`src/rtl/general.sv`:
```
// Shared definitions for the evaluator memory subsystem: machine word size
// and the status code returned alongside every RAM access.
package general;

  localparam int WORD_SIZE = 32;

  typedef enum logic [0:0] {
    mem_ok  = 1'b0,
    mem_oob = 1'b1
  } mem_status_t;

endpackage

```
`src/rtl/mem_fetch.sv`:
```
// mem_fetch: requester-side controller for the single-port registered RAM.
// Takes word read, word write and cons-cell read requests from the evaluator
// core, sequences the RAM strobes, captures q/status and reports the result
// with a one-cycle done pulse.
//
// Handshake: a request transfers on a rising edge where req_valid and
// req_ready are both high. req_ready is high only in IDLE and is a pure
// function of state (no path from req_valid). While busy, req_valid is
// ignored; the requester keeps the request asserted until it transfers.
// Results on rsp_* are valid from the done cycle and hold until the next
// transfer, which clears them.
module mem_fetch
  import general::*;
#(
  parameter int ADDR_W = 8,
  parameter int WORD_W = WORD_SIZE
) (
  input  logic              clk,
  input  logic              rst,
  input  logic              req_valid,
  output logic              req_ready,
  input  logic [1:0]        req_op,
  input  logic [ADDR_W-1:0] req_addr,
  input  logic [WORD_W-1:0] req_wdata,
  output logic [ADDR_W-1:0] ram_addr,
  output logic              ram_rden,
  output logic              ram_wren,
  output logic [WORD_W-1:0] ram_data,
  input  logic [WORD_W-1:0] ram_q,
  input  mem_status_t       ram_status,
  output logic              busy,
  output logic              done,
  output logic [WORD_W-1:0] rsp_data0,
  output logic [WORD_W-1:0] rsp_data1,
  output mem_status_t       rsp_status,
  output logic [2:0]        state_dbg
);

  typedef enum logic [2:0] {
    S_IDLE   = 3'd0,
    S_ISSUE0 = 3'd1,
    S_CAPT0  = 3'd2,
    S_CAPT1  = 3'd3,
    S_DONE   = 3'd4
  } state_t;

  localparam logic [1:0] OP_RD   = 2'b00;
  localparam logic [1:0] OP_WR   = 2'b01;
  localparam logic [1:0] OP_CELL = 2'b10;
  localparam logic [1:0] OP_ILL  = 2'b11;

  localparam logic [ADDR_W-1:0] ADDR_ONE = {{(ADDR_W-1){1'b0}}, 1'b1};

  state_t            state_q;
  state_t            state_d;
  logic [1:0]        op_q;
  logic [ADDR_W-1:0] addr_q;
  logic [WORD_W-1:0] wdata_q;
  logic [ADDR_W-1:0] addr_inc;
  logic              addr_wrap;
  logic              is_cell;

  // Second word of a cell; wraps naturally at the top of the address space.
  assign addr_inc  = addr_q + ADDR_ONE;
  assign addr_wrap = (addr_q == {ADDR_W{1'b1}});
  assign is_cell   = (op_q == OP_CELL);

  assign req_ready = (state_q == S_IDLE);
  assign busy      = !req_ready;
  assign state_dbg = state_q;

  // State register; reset aborts any operation without a done pulse.
  always_ff @(posedge clk) begin
    if (rst) begin
      state_q <= S_IDLE;
    end else begin
      state_q <= state_d;
    end
  end

  // Next-state decode; the illegal op skips the RAM and completes at once.
  always_comb begin
    state_d = state_q;
    case (state_q)
      S_IDLE: begin
        if (req_valid) begin
          state_d = (req_op == OP_ILL) ? S_DONE : S_ISSUE0;
        end
      end
      S_ISSUE0: state_d = S_CAPT0;
      S_CAPT0:  state_d = is_cell ? S_CAPT1 : S_DONE;
      S_CAPT1:  state_d = S_DONE;
      S_DONE:   state_d = S_IDLE;
      default:  state_d = S_IDLE;
    endcase
  end

  // RAM strobes and done decode from state and the latched request only.
  // The cdr read overlaps the car capture; it is dropped when addr+1 wraps.
  always_comb begin
    ram_addr = '0;
    ram_rden = 1'b0;
    ram_wren = 1'b0;
    ram_data = '0;
    done     = 1'b0;
    case (state_q)
      S_ISSUE0: begin
        ram_addr = addr_q;
        if (op_q == OP_WR) begin
          ram_wren = 1'b1;
          ram_data = wdata_q;
        end else begin
          ram_rden = 1'b1;
        end
      end
      S_CAPT0: begin
        if (is_cell && !addr_wrap) begin
          ram_rden = 1'b1;
          ram_addr = addr_inc;
        end
      end
      S_DONE: done = 1'b1;
      default: ;
    endcase
  end

  // Request latch and response capture. Data from an out-of-range access is
  // kept as returned; rsp_status tells the consumer whether to trust it.
  always_ff @(posedge clk) begin
    if (rst) begin
      op_q       <= OP_RD;
      addr_q     <= '0;
      wdata_q    <= '0;
      rsp_data0  <= '0;
      rsp_data1  <= '0;
      rsp_status <= mem_ok;
    end else begin
      case (state_q)
        S_IDLE: begin
          if (req_valid) begin
            op_q       <= req_op;
            addr_q     <= req_addr;
            wdata_q    <= req_wdata;
            rsp_data0  <= '0;
            rsp_data1  <= '0;
            rsp_status <= (req_op == OP_ILL) ? mem_oob : mem_ok;
          end
        end
        S_CAPT0: begin
          if (op_q != OP_WR) begin
            rsp_data0 <= ram_q;
          end
          if (is_cell && addr_wrap) begin
            rsp_status <= mem_oob;
          end else begin
            rsp_status <= ram_status;
          end
        end
        S_CAPT1: begin
          if (!addr_wrap) begin
            rsp_data1 <= ram_q;
            if (ram_status == mem_oob) begin
              rsp_status <= mem_oob;
            end
          end
        end
        default: ;
      endcase
    end
  end

endmodule

```
`config.mk`:
```
export PLATFORM = sky130hd
export DESIGN_NAME = mem_fetch
export DESIGN_NICKNAME = d
export VERILOG_FILES = /design/src/rtl/general.sv /design/src/rtl/mem_fetch.sv
export SDC_FILE = /design/constraint.sdc
export NUM_CORES = 1
export LEC_CHECK = 0
export BUFFER_PORTS_ARGS = -buffer_cell sky130_fd_sc_hd__buf_4
export CAP_MARGIN = 20
export CELL_PAD_IN_SITES_DETAIL_PLACEMENT = 1
export CELL_PAD_IN_SITES_GLOBAL_PLACEMENT = 1
export CORE_MARGIN = 1.5
export CORE_UTILIZATION = 34
export CTS_CLUSTER_SIZE = 24
export DETAILED_ROUTE_END_ITERATION = 12
export PLACE_DENSITY = 0.81
export SYNTH_ARGS = -nofsm -noshare
export SYNTH_HDL_FRONTEND = slang
export SYNTH_SLANG_ARGS = --single-unit
```
`constraint.sdc`:
```
create_clock -name clk -period 1.84 [get_ports clk]
set_clock_uncertainty 0.15 [all_clocks]
set_input_delay 0.092 -clock clk [delete_from_list [all_inputs] [get_ports clk]]
set_output_delay 0.092 -clock clk [all_outputs]
set_load 0.05 [all_outputs]
```
==> impl_metrics.py <==
metrics = {
    "grt": {
        "grt-busiest-layer": "met2",
        "antenna_found_initial": 0,
        "grt_pass1_wl_mm": 29.0,
        "grt_usage_pct": 28.2,
        "grt_use_met3_pct": 7.42,
        "grt.met1_usage_pct": 28.8,
        "grtUsageMet2_pct": 53.7,
        "grt_pass1_vias": 5390,
        "grt.overflow.total": 0,
        "grt_max_degree": 43,
    },
    "power": {
        "power.density_mw_per_mm2": 716,
        "power_mw": 6.22,
        "p_leak_nw": 3.65,
        "ir_drop_uv": 493,
    },
    "final_layout": {
        "syn_to_final_growth_pct": 98.7,
        "drive_above_1_share_pct": 52.9,
        "final_area_sq_mm": 0.00869,
        "final_common_cell": "buf_4",
        "layout.nets": 895,
        "num-fill-cells": 1291,
        "seq_area_sq_mm": 0.00223,
        "multi_input_area_sq_mm": 0.00265,
        "n_antenna_cell": 0,
        "final_cell_mix": "buf_4 (182), nand2_1 (114), dfxtp_1 (99)",
    },
    "synthesis": {
        "ys_types": 38,
        "syn_avg_cell_area_sq_um": 8.54,
        "ys.warnings.count": 0,
        "ys_ff_latch": 110,
        "synth_edf_count": 0,
        "yosysSeqAreaShare_pct": 50.3,
        "async_reset_ff_share_pct": 0,
        "synth.net_count": 591,
        "synthFlopType": "dfxtp_1",
        "synth_area_sq_mm": 0.00437,
        "syn_inst": 512,
    },
    "route": {
        "routed_wl_mm": 25.3,
        "via_per_inst": 5.46,
        "drt_iter0_markers": 357,
        "drc": 0,
        "antenna_left": 0,
        "routed-via-count": 5418,
        "wl_per_cell_um": 25.5,
        "drtPass1Iterations": 5,
    },
    "placement": {
        "dp_hpwl_mm": 10.1,
        "port_buffers": 190,
        "globalplace.congestion": 0.751,
        "post_dp_cell_area_sq_mm": 0.00617,
    },
    "sta": {
        "max_freq_mhz": 478,
        "grt_setup_unrepaired": "true",
        "finalMaxSlewViolations": 0,
        "setup_ws_ns": -0.254,
        "finalCritPeriodShare_pct": 114,
        "setup_viol": 150,
        "slew_headroom_pct": 58.5,
        "hold_viol": 0,
        "worst_pin_slew_ns": 0.621,
        "period_minus_slack_ns": 2.09,
    },
    "die": {
        "die_area_sq_mm": 0.0136,
        "die_height_um": 116,
        "rows": 41,
        "chipWidth_um": 116,
        "start_util_pct": 34.8,
        "io_pins": 191,
        "core_area_sq_mm": 0.0126,
    },
    "min_path": {
        "hp-class": "input port to register",
    },
    "setup_path": {
        "slowest_stage": "dfxtp_2",
        "worstPathArrival_ns": 1.85,
        "crit_chain": "buf_4, and2_2, nand4_1, nor3_2, o21bai_4, buf_6",
        "cp_max_fo": 4,
        "cp.required_ns": 1.60,
        "critPathMaxStageDelay_ns": 0.38,
        "critPathKind": "register to output pin",
        "crit_family": "simple AND/OR/NAND/NOR gates",
        "crit_path_start_kind": "register",
        "worst-path-buf-inv": 2,
        "end_kind": "output pin",
    },
    "job": {
        "cap_violations": 0,
    },
    "clocking": {
        "cts.path.max_buffers": 2,
        "cts_tree": "done",
        "htreeDepth": 3,
        "clock-sinks": 110,
        "clock_latency_ns": 0.37,
        "cts-root-buf": "clkbuf_16",
        "numCtsBuffers": 9,
        "clkSlewWorstSetupHoldPaths_ns": 0.07,
    },
    "outcome": {
        "outcome": "finished with violations",
        "violations": "setup timing",
    },
}
## metrics by stage
| stage | TNS [ns] | utilization, % | hold slack (ns) | cells | setup WS, ns |
|---|---|---|---|---|---|
| after floorplan | -3.67 | - | 0.0675 | 512 | -0.183 |
| after global placement | 0 | 49.1 | 0.168 | 853 | 0.0812 |
| after detailed placement | -0.0841 | 49.1 | 0.168 | 853 | -0.0306 |
| after CTS | -4.01 | 62.0 | 0.0187 | 964 | -0.160 |
| after global routing | -20.20 | 69.1 | 0.106 | 993 | -0.309 |
| final | -13.49 | 69.1 | 0.0990 | 993 | -0.254 |
## worst min-delay path, cell delays in order
cell	delay (ns)
buf_4	0.23
nand2_8	0.12
nand2_4	0.07
a21oi_2	0.05
## Yosys cell counts (all sizes together) (3+ instances only)
cell	number	area (sq um)
nand2	128	480
dfxtp	110	2200
a21oi	79	395
a22o	34	324
nand3	34	183
and2	33	206
clkbuf	21	78.8
buf	19	120
o21ai	9	45.0
nor2	6	25.0
a31oi	4	25.0
and3	4	27.5
inv	4	15.0
nand2b	3	18.8
nor3b	3	27.5
## flip-flops by register name, summed over array words and instances (netlist names)
signal and count:
state_dbg 3, addr_q 8, rsp_data0 32, rsp_status 1, op_q 2, rsp_data1 32
wdata_q 32
## area by class of cell
type | instances | area share [%]
timing repair buffer | 330 | 37.7
multi-input combinational | 361 | 30.5
inverter | 4 | 0.216
tap | 172 | 2.48
sequential | 110 | 25.6
clock inverter | 6 | 0.706
clock buffer | 10 | 2.75
## repair_timing
item	CTS	global route
buffers inserted	18	17
hold buffers	75	0
pin swaps	50	53
gates resized for setup	107	134
hold endpoints to repair	107	0
setup endpoints to repair	63	150
cloned	2	12
## layer usage
| metal | share of wire (%) | routed length [um] |
|---|---|---|
| met1 | 35 | 8850 |
| met2 | 54 | 13500 |
| met3 | 7.0 | 1760 |
| met4 | 4.5 | 1140 |
| met5 | 0 | 0 |
## path summary, 6_finish.rpt
path                  from            end  slack (ns)  cells past startpoint
min reg2reg  rsp_data0[25]  rsp_data0[25]        0.32                      2
min              req_valid      addr_q[3]         0.1                      4
max reg2reg   state_dbg[0]      addr_q[0]       -0.16                      7
max              addr_q[0]    ram_addr[7]       -0.25                      6
## where the power goes
part / switching, mW / internal [mW] / leakage [nW] / total, mW
registers: 0.0814 / 2.48 / 0.899 / 2.56
logic: 0.905 / 0.691 / 2.60 / 1.60
clock network: 1.07 / 0.997 / 0.145 / 2.07
## cells by family after synthesis
logic type	Yosys count	share of synthesized area (%)
buffers and inverters	44	4.89
XOR/XNOR	2	0.401
AO/OA/AOI/OAI	134	20.0
AND/OR/NAND/NOR	221	24.1
adder cells (fa/ha/maj)	1	0.286
flip-flops	110	50.3
(Power assumes the default switching activity.)
